**src/rtl/tlb_op_ctrl.sv**
```systemverilog
// tlb_op_ctrl: sequencer for TLBR/TLBWI/TLBWR/TLBP between CP0/pipeline and the TLB array.
// Owns CP0 Index/Random/Wired, drives the TLB write/index side, captures read/probe results.
// Ports:
//   clk, rst                       clock, synchronous active-high reset
//   op_valid/op_code/op_ready      TLB instruction handshake (00 R, 01 WI, 10 WR, 11 P)
//   op_done, tlb_flush             completion pulse, post-write flush pulse
//   idx_wr, wired_wr, cp0_wdata    mtc0 Index/Wired writes
//   index_o, random_o, wired_o     CP0 register views
//   tlb_we, tlb_index              TLB write enable / entry select
//   tlb_probe, tlb_mask/hi/lo0/lo1 TLB probe and read results
//   rd_we, rd_mask/hi/lo0/lo1      captured TLBR results for CP0
module tlb_op_ctrl #(
  parameter int unsigned TLB_NUM  = 32,
  parameter int unsigned IDX_BITS = 5
) (
  input  logic                clk,
  input  logic                rst,
  input  logic                op_valid,
  input  logic [1:0]          op_code,
  output logic                op_ready,
  output logic                op_done,
  output logic                tlb_flush,
  input  logic                idx_wr,
  input  logic                wired_wr,
  input  logic [31:0]         cp0_wdata,
  output logic [31:0]         index_o,
  output logic [31:0]         random_o,
  output logic [31:0]         wired_o,
  output logic                tlb_we,
  output logic [IDX_BITS-1:0] tlb_index,
  input  logic [31:0]         tlb_probe,
  input  logic [11:0]         tlb_mask,
  input  logic [31:0]         tlb_hi,
  input  logic [31:0]         tlb_lo0,
  input  logic [31:0]         tlb_lo1,
  output logic                rd_we,
  output logic [11:0]         rd_mask,
  output logic [31:0]         rd_hi,
  output logic [31:0]         rd_lo0,
  output logic [31:0]         rd_lo1
);

  localparam logic [IDX_BITS-1:0] RAND_TOP = IDX_BITS'(TLB_NUM - 1);
  localparam logic [1:0] OP_TLBR  = 2'b00;
  localparam logic [1:0] OP_TLBWI = 2'b01;
  localparam logic [1:0] OP_TLBWR = 2'b10;
  localparam logic [1:0] OP_TLBP  = 2'b11;

  typedef enum logic [1:0] {S_IDLE, S_EXEC, S_DONE} state_t;

  state_t              r_state, w_state_nxt;
  logic [1:0]          r_op;
  logic [IDX_BITS-1:0] r_idx;
  logic [IDX_BITS-1:0] r_random, w_random_nxt;
  logic [IDX_BITS-1:0] r_wired;
  logic                r_index_p;
  logic [IDX_BITS-1:0] r_index_idx;
  logic                r_probe_miss;
  logic [IDX_BITS-1:0] r_probe_idx;
  logic                r_op_ready, r_op_done, r_tlb_flush, r_tlb_we, r_rd_we;
  logic                w_accept, w_we_nxt, w_done_nxt, w_rdwe_nxt, w_flush_nxt;
  logic                w_unused;

  // Bits of the mtc0 data and probe word that the Index format discards.
  assign w_unused = ^{cp0_wdata[30:IDX_BITS], tlb_probe[30:IDX_BITS]};

  // Next-state and pulse decode.
  always_comb begin
    w_state_nxt = r_state;
    w_accept    = 1'b0;
    w_we_nxt    = 1'b0;
    w_done_nxt  = 1'b0;
    w_rdwe_nxt  = 1'b0;
    w_flush_nxt = 1'b0;
    case (r_state)
      S_IDLE: begin
        if (op_valid) begin
          w_accept    = 1'b1;
          w_state_nxt = S_EXEC;
          w_we_nxt    = (op_code == OP_TLBWI) || (op_code == OP_TLBWR);
        end
      end
      S_EXEC: begin
        w_state_nxt = S_DONE;
        w_done_nxt  = 1'b1;
        w_rdwe_nxt  = (r_op == OP_TLBR);
        w_flush_nxt = (r_op == OP_TLBWI) || (r_op == OP_TLBWR);
      end
      S_DONE:  w_state_nxt = S_IDLE;
      default: w_state_nxt = S_IDLE;
    endcase
  end

  // Random counts down and wraps to the top once it reaches Wired.
  always_comb begin
    w_random_nxt = r_random - IDX_BITS'(1);
    if (wired_wr || (r_random <= r_wired)) begin
      w_random_nxt = RAND_TOP;
    end
  end

  // Sequencer state, latched operation and output pulses.
  always_ff @(posedge clk) begin
    if (rst) begin
      r_state     <= S_IDLE;
      r_op        <= OP_TLBR;
      r_idx       <= '0;
      r_op_ready  <= 1'b1;
      r_op_done   <= 1'b0;
      r_tlb_flush <= 1'b0;
      r_tlb_we    <= 1'b0;
      r_rd_we     <= 1'b0;
    end else begin
      r_state     <= w_state_nxt;
      r_op_ready  <= (w_state_nxt == S_IDLE);
      r_op_done   <= w_done_nxt;
      r_tlb_flush <= w_flush_nxt;
      r_tlb_we    <= w_we_nxt;
      r_rd_we     <= w_rdwe_nxt;
      if (w_accept) begin
        r_op  <= op_code;
        r_idx <= (op_code == OP_TLBWR) ? r_random : r_index_idx;
      end
    end
  end

  // CP0 Random/Wired/Index; a completing TLBP overrides a same-cycle mtc0 Index.
  always_ff @(posedge clk) begin
    if (rst) begin
      r_random    <= RAND_TOP;
      r_wired     <= '0;
      r_index_p   <= 1'b0;
      r_index_idx <= '0;
    end else begin
      r_random <= w_random_nxt;
      if (wired_wr) begin
        r_wired <= cp0_wdata[IDX_BITS-1:0];
      end
      if ((r_state == S_DONE) && (r_op == OP_TLBP)) begin
        r_index_p   <= r_probe_miss;
        r_index_idx <= r_probe_idx;
      end else if (idx_wr) begin
        r_index_p   <= cp0_wdata[31];
        r_index_idx <= cp0_wdata[IDX_BITS-1:0];
      end
    end
  end

  // Capture of TLB read / probe results during EXEC.
  always_ff @(posedge clk) begin
    if (rst) begin
      rd_mask      <= '0;
      rd_hi        <= '0;
      rd_lo0       <= '0;
      rd_lo1       <= '0;
      r_probe_miss <= 1'b0;
      r_probe_idx  <= '0;
    end else if (r_state == S_EXEC) begin
      if (r_op == OP_TLBR) begin
        rd_mask <= tlb_mask;
        rd_hi   <= tlb_hi;
        rd_lo0  <= tlb_lo0;
        rd_lo1  <= tlb_lo1;
      end
      if (r_op == OP_TLBP) begin
        r_probe_miss <= tlb_probe[31];
        r_probe_idx  <= tlb_probe[IDX_BITS-1:0];
      end
    end
  end

  assign op_ready  = r_op_ready;
  assign op_done   = r_op_done;
  assign tlb_flush = r_tlb_flush;
  assign tlb_we    = r_tlb_we;
  assign rd_we     = r_rd_we;
  assign tlb_index = r_idx;
  assign index_o   = {r_index_p, {(31 - IDX_BITS){1'b0}}, r_index_idx};
  assign random_o  = 32'(r_random);
  assign wired_o   = 32'(r_wired);

endmodule
```
**config.mk**
```make
export PLATFORM = sky130hd
export DESIGN_NAME = tlb_op_ctrl
export DESIGN_NICKNAME = d
export VERILOG_FILES = /design/src/rtl/tlb_op_ctrl.sv
export SDC_FILE = /design/constraint.sdc
export NUM_CORES = 1
export LEC_CHECK = 0
export CAP_MARGIN = 20
export CORE_AREA = 4 4 151 153
export CTS_BUF_LIST = sky130_fd_sc_hd__clkbuf_16
export CTS_CLUSTER_SIZE = 20
export DETAILED_ROUTE_END_ITERATION = 8
export DIE_AREA = 0 0 155 157
export HOLD_SLACK_MARGIN = 0.02
export SKIP_CTS_REPAIR_TIMING = 1
export SLEW_MARGIN = 40
export SYNTH_ARGS = -nofsm -noshare
export SYNTH_HDL_FRONTEND = slang
export SYNTH_SLANG_ARGS = --single-unit
```
**constraint.sdc**
```tcl
create_clock -name clk -period 3.2 [get_ports clk]
set_input_delay 0.48 -clock clk [delete_from_list [all_inputs] [get_ports clk]]
set_output_delay 0.48 -clock clk [all_outputs]
set_load 0.02 [all_outputs]
```
## After elaboration in Yosys (flattened, before gate mapping)

Index checks and enable logic that the tools add are counted.

- Bits in registers: 144
- Latch bits: 0
- Bits in writable memories: 0
- ROM bits: 0
- Input bits: 179
- Output and inout bits: 214
- Logic and storage cells: 53
- Memories: 0

- Add/sub/neg operators: 1
- Multiply operators: 0
- Div/mod/pow operators: 0
- Order comparisons: 1
- Eq/ne operators: 7
- Shift-type cells: 0
- Muxes and demuxes: 10
- Bitwise logic cells: 3
- Reductions and logical operators: 13

Operators by type and width:

| operator | number |
|---|---|
| 2-to-1 mux 5 bit | 3 |
| equality test 2 bit (second input constant) | 4 |
| equality test 2 x 1 -> 1 bit (second input constant) | 3 |
| zero test 2 bit | 3 |
| <= comparator 5 bit | 1 |
| 2-to-1 mux 1 bit | 5 |
| subtractor 5 x 1 -> 5 bit (second input constant) | 1 |
| case mux 2 bit (2 select lines) | 1 |
| AND reduction 2 bit | 2 |
| OR reduction 2 bit | 2 |
| logical OR 1 bit | 3 |
| inverter 1 bit | 3 |
| OR reduction 3 bit | 1 |
| 2-to-1 mux 2 bit | 1 |
| nonzero test 2 bit | 1 |
| logical AND 1 bit | 1 |

## Logic depth before layout (Yosys ltp)

Gate-level depths: netlist of the first run.

- Depth in word-level cells: 3
- Gate-level depth with buffers: 8

## Worst setup path before layout of the first run

OpenSTA, ideal clock, no wires.

- Kind: flip-flop to flip-flop
- Start: register r_wired[4]
- End: register r_random[0]
- Library setup time: 0.141 ns
- Arrival: 1.298 ns
- Slack: 1.761 ns
- Cell stages (with the launch flop): 6
- Cells stage by stage: dfxtp_1 > inv_1 > ha_1 > nand2_1 > o21ai_0 > o211ai_1

- Word-level cells in the longest chain between the ends: 3

Ends and longest elaborated chain:

| item | RTL line | text |
|---|---|---|
| from (decl) | 55 | `logic [IDX_BITS-1:0] r_wired;` |
| from (signal assigned) | 137 | `r_wired <= cp0_wdata[IDX_BITS-1:0];` |
| <= comparator 5 bit | 97 | `if (wired_wr \|\| (r_random <= r_wired)) begin` |
| logical OR 1 bit | 97 |  |
| OR reduction 2 bit (no source line) | - |  |
| to (signal assigned) | 135 | `r_random <= w_random_nxt;` |
| to (decl) | 54 | `logic [IDX_BITS-1:0] r_random, w_random_nxt;` |

Every way passes these cells.
A chain may end at the register's enable or synchronous reset.

==> impl_metrics.csv, run 1 <==
group,metric,value,unit
drt,dr.pass1.iters,4,
final_layout,stdcell_count,1234,
hold_path,hold_depth,2,
power,leakage,3.41,nW
worst_setup_path,regToRegEndpoint,"rd_lo1[22]",
floorplanning,std_cell_rows,54,
drt,drc,0,
cts,htreeDepth,4,
place,port_buffers,260,
worst_setup_path,start_kind,"flip-flop",
drt,vias_per_cell,4.11,
drt,drtIter0Drc,152,
sta,maxSlewViolCount,0,
drt,wirelength,17.0,mm
grt,antenna_found_initial,0,
final_layout,fillers,2210,
synth,yosysSeqAreaShare,49.4,%
place,dpl.hpwl,12.1,mm
hold_path,worst_hold_path.endpoint,"rd_mask[4]",
grt,grt_pass1_wl,25.5,mm
synth,synthesis.area,0.00580,mm^2
cts,cts_tree,"built",
drt,routedWlPerCell,13.8,um
power,power_density,522,mW/mm^2
cts,clk_path_buf_depth,2,
worst_setup_path,crit_required,2.72,ns
worst_setup_path,cp_slowest_cell,"clkdlybuf4s50_1",
final_layout,drive_gt1_share,4.19,%
worst_setup_path,rrSetupSlack,1.32,ns
status,status,"finished, final reports clean",
drt,vias,5067,
worst_setup_path,criticalPathCategory,"reg -> out",
worst_setup_path,critical-path-max-stage-delay,0.68,ns
final_layout,design_area,0.00891,mm^2
sta,post-route-period-util,63.5,%
sta,worst_pin_slew,0.736,ns
worst_setup_path,path_buf_inv,1,
place,place_congestion,0.755,
worst_setup_path,crit_arrival,1.55,ns
sta,period_needed,2.03,ns
floorplanning,io_pins,393,
sta,rsz0062_at_grt,"false",
synth,ys_types,26,
worst_setup_path,r2r-start,"r_op[0]",
sta,setup_violations,0,
power,ir_drop,0.309,mV
final_layout,final_common_cell,"clkdlybuf4s50_1",
run,maxCapViolations,0,
cts,cts_inserted_buffers,17,
worst_setup_path,crit_chain,"clkdlybuf4s50_1",
final_layout,final_cell_mix,"259 x clkdlybuf4s50_1, 217 x nand2_1, 143 x dfxtp_1, 110 x a21oi_1, 80 x conb_1",
hold_path,worstHoldStart,"rd_mask[4]",
synth,syn_inst,700,
sta,timing.fmax,492,MHz
floorplanning,die-height,157,um
worst_setup_path,end_kind,"output port",
final_layout,areaGrowthSynthToFinish,53.7,%
sta,skew,0.00952,ns
floorplanning,fp.dieArea,0.0243,mm^2
hold_path,hold_path.class,"reg -> reg",
final_layout,fin_util,41.4,%
worst_setup_path,reg2reg_depth,6,
final_layout,final_nets,1129,
place,place_area,0.00831,mm^2
power,power,4.66,mW
synth,synth_area_per_cell,8.28,um^2
cts,cts_sinks,143,
grt,grt_pass1_vias,4717,
worst_setup_path,worstPathMaxFanout,7,
sta,tns,0,ns
synth,yosysWarnings,0,
cts,path_clk_slew,0.06,ns
drt,detail-route-antenna-nets,0,
final_layout,antenna_cells,0,
floorplanning,start_util,26.9,%
floorplanning,coreArea,0.0216,mm^2
place,place_inst,1202,
cts,root_buffer,"clkbuf_16",
floorplanning,die_x,155,um
grt,grt_usage,13.0,%
grt,gr-total-overflow,0,
synth,ys_ff_latch,143,
grt,grt_max_degree,89,
worst_setup_path,critPathTopFamily,"buffers and inverters",
cts,insertion_delay,0.41,ns
sta,relSlewSlack,50.9,%
sta,finalHoldViolCount,0,
## cell type report
| class | instances | area, um^2 | area share [%] |
|---|---|---|---|
| multi-input combinational | 501 | 2380 | 26.7 |
| inverter | 10 | 37.5 | 0.421 |
| clock inverter | 15 | 170 | 1.91 |
| clock buffer | 17 | 425 | 4.77 |
| sequential | 143 | 2860 | 32.1 |
| tap | 280 | 350 | 3.93 |
| timing repair buffer | 268 | 2690 | 30.1 |
## through the flow
step,worst slack [ns],hold WS (ns)
2_1_floorplan,1.76,0.464
3_3_place_gp,1.11,0.441
3_5_place_dp,1.10,0.446
4_1_cts,1.16,0.454
5_1_grt,1.07,0.465
6_report,1.17,0.451
## registers in the layout (all words and copies together), names as in the netlist
signal,cells
rd_we,1
rd_hi,32
tlb_index,5
tlb_we,1
rd_lo1,32
r_probe_miss,1
r_state,2
op_ready,1
r_index_p,1
r_random,5
tlb_flush,1
r_wired,5
rd_lo0,32
r_op,2
r_index_idx,5
rd_mask,12
r_probe_idx,5
## report_power, final
part / internal, mW / leakage [nW] / switching, mW
registers: 1.86 / 1.16 / 0.0457
clock network: 1.22 / 0.294 / 0.779
logic: 0.343 / 1.95 / 0.400
total: 3.43 / 3.41 / 1.22
## cell families after synthesis
group	Yosys count	synth area share, %
flops	143	49.4
fa+ha+maj	9	1.94
mux	24	4.14
other cells	1	0.0647
simple gates	257	17.4
xor+xnor	3	0.453
buf+inv	135	14.9
compound gates	128	11.8
## per-layer routing
| metal | part of all wire (%) | global-route usage (%) | wire [um] |
|---|---|---|---|
| met5 | 0 | 0 | 0 |
| met4 | 1.4 | 4.54 | 240 |
| met3 | 9.1 | 5.06 | 1560 |
| met2 | 49 | 21.8 | 8320 |
| met1 | 41 | 15.3 | 6910 |
## tightest hold or removal path, stage by stage, from the launching register on
cell	delay, ns
dfxtp_1	0.30
nand2_1	0.05
a21oi_1	0.05
## synthesized netlist by cell type
library cell  instances  area (um^2)
a211oi_1             11         82.6
a21oi_1             110          551
and2_1                1         6.26
and3b_1               1         8.76
buf_1                 2         7.51
buf_2                20          100
buf_4                86          646
buf_6                 1         11.3
clkbuf_1             16         60.1
conb_1                1         3.75
dfxtp_1             143         2860
ha_1                  9          113
inv_1                10         37.5
mux2i_1              24          240
nand2_1             217          815
nand3b_1              3         22.5
nand4_1               1         6.26
nor2_1               28          105
nor2b_1               2         12.5
nor3_1                1         5.00
nor3b_1               2         15.0
nor3b_2               1         12.5
o211ai_1              5         37.5
o21a_1                1         7.51
o21ai_0               1         5.00
xnor2_1               3         26.3
## how the worst max path moves through the flow
stage | startpoint | endpoint | slack [ns] | cells past startpoint
CTS | r_random[3] | random_o[3] | 1.16 | 1
floorplan | r_wired[4] | r_random[0] | 1.76 | 5
global placement | op_valid | tlb_we | 1.11 | 4
detailed placement | op_valid | tlb_we | 1.10 | 4
finish | r_state[1] | op_done | 1.17 | 1
global route | r_state[1] | op_done | 1.07 | 1
(Power assumes the default switching activity.)
==> inputs of run 2 (changes only) <==
--- a/config.mk
+++ b/config.mk
@@ -6,11 +6,11 @@
 export NUM_CORES = 1
 export LEC_CHECK = 0
 export CAP_MARGIN = 20
-export CORE_AREA = 4 4 151 153
+export CORE_AREA = 4 4 153 155
 export CTS_BUF_LIST = sky130_fd_sc_hd__clkbuf_16
 export CTS_CLUSTER_SIZE = 20
 export DETAILED_ROUTE_END_ITERATION = 8
-export DIE_AREA = 0 0 155 157
+export DIE_AREA = 0 0 157 159
 export HOLD_SLACK_MARGIN = 0.02
 export SKIP_CTS_REPAIR_TIMING = 1
 export SLEW_MARGIN = 40
==> constraint.sdc (replaced) <==
create_clock -name clk -period 2.1 [get_ports clk]
set_input_delay 0.315 -clock clk [delete_from_list [all_inputs] [get_ports clk]]
set_output_delay 0.315 -clock clk [all_outputs]
set_load 0.02 [all_outputs]
==> impl_metrics.csv, run 2 (synthesized netlist as in run 1, its figures left out) <==
group,metric,value,unit
worst_setup_path,criticalPathCategory,"reg -> out",
cts,clk_path_buf_depth,2,
final_layout,reg.largest.list,"rd_hi: 32 flops, rd_lo0: 32 flops, rd_lo1: 32 flops",
drt,dr.pass1.iters,4,
worst_setup_path,start_kind,"flip-flop",
worst_setup_path,end_kind,"output port",
final_layout,areaGrowthSynthToFinish,54.3,%
worst_setup_path,crit_arrival,1.53,ns
drt,drtIter0Drc,249,
sta,setup_violations,0,
grt,antenna_found_initial,0,
floorplanning,std_cell_rows,54,
cts,insertion_delay,0.41,ns
sta,period_needed,1.85,ns
floorplanning,io_pins,393,
final_layout,antenna_cells,0,
worst_setup_path,critical-path-max-stage-delay,0.68,ns
final_layout,fillers,2219,
final_layout,fin_util,41.0,%
final_layout,drive_gt1_share,4.20,%
floorplanning,die_x,157,um
final_layout,final_cell_mix,"259 x clkdlybuf4s50_1, 217 x nand2_1, 143 x dfxtp_1, 110 x a21oi_1, 80 x conb_1",
cts,htreeDepth,4,
cts,cts_tree,"built",
power,leakage,3.41,nW
place,port_buffers,260,
status,status,"finished, final reports clean",
drt,vias_per_cell,4.15,
power,ir_drop,0.467,mV
grt,grt_usage,13.0,%
worst_setup_path,cp_slowest_cell,"clkdlybuf4s50_1",
drt,drc,0,
drt,vias,5114,
cts,cts_inserted_buffers,17,
floorplanning,coreArea,0.0218,mm^2
final_layout,final_nets,1128,
worst_setup_path,path_buf_inv,1,
sta,skew,0.00738,ns
place,place_congestion,0.720,
sta,maxSlewViolCount,0,
floorplanning,start_util,26.6,%
final_layout,final_common_cell,"clkdlybuf4s50_1",
sta,relSlewSlack,62.1,%
floorplanning,fp.dieArea,0.0250,mm^2
worst_setup_path,crit_chain,"clkdlybuf4s50_1",
drt,routedWlPerCell,13.6,um
cts,cts_sinks,143,
worst_setup_path,crit_required,1.78,ns
grt,grt_pass1_wl,26.2,mm
power,power_density,794,mW/mm^2
drt,wirelength,16.8,mm
worst_setup_path,worstPathMaxFanout,7,
sta,tns,0,ns
sta,post-route-period-util,88.0,%
grt,grt_pass1_vias,4885,
worst_setup_path,rrSetupSlack,0.57,ns
floorplanning,die-height,159,um
place,dpl.hpwl,11.8,mm
sta,worst_pin_slew,0.562,ns
cts,root_buffer,"clkbuf_16",
sta,rsz0062_at_grt,"false",
sta,timing.fmax,541,MHz
grt,gr-total-overflow,0,
run,maxCapViolations,0,
cts,path_clk_slew,0.06,ns
grt,grt_max_degree,70,
worst_setup_path,critPathTopFamily,"buffers and inverters",
hold_path,hold_path.class,"in -> reg",
sta,finalHoldViolCount,0,
drt,detail-route-antenna-nets,0,
[run 2: worst paths after layout]
| path | startpoint | to | depth (start not counted) |
|---|---|---|---|
| worst max-delay path | r_state[1] | op_done | 1 |
| worst min-delay path | rst | r_wired[0] | 2 |
| worst max register to register | r_wired[4] | r_random[2] | 5 |
| worst min register to register | rd_lo1[22] | rd_lo1[22] | 2 |
[run 2: stage by stage]
stage	worst slack (ns)	cell area (um^2)	hold WS [ns]	instances	power (mW)
floorplan	0.661	6100	0.451	779	3.65
global placement	0.400	8350	0.440	1201	4.11
detailed placement	0.384	8350	0.446	1201	4.12
CTS	0.198	8950	0.225	1233	7.26
global route	0.155	8950	0.230	1233	7.45
finish	0.252	8950	0.251	1233	7.10
[run 2: power by group]
part / switching [mW] / internal, mW / leakage [nW] / total (mW)
registers: 0.0694 / 2.84 / 1.16 / 2.91
logic: 0.609 / 0.533 / 1.96 / 1.14
clock network: 1.19 / 1.86 / 0.288 / 3.05
[run 2: per-layer routing]
metal | part of all wire, % | track usage [%]
met5 | 0 | 0
met4 | 1.2 | 3.91
met3 | 10 | 5.08
met2 | 48 | 21.9
met1 | 40 | 15.1
[run 2: cell type report]
class                   count  area (um^2)  share of cell area (%)
repair buffers            267         2730                    30.5
inverters                  10         37.5                   0.419
flip-flops and latches    143         2860                    32.0
multi-input cells         501         2370                    26.5
well taps                 280          350                    3.91
clock buffers              17          425                    4.75
clock inverters            15          170                    1.90
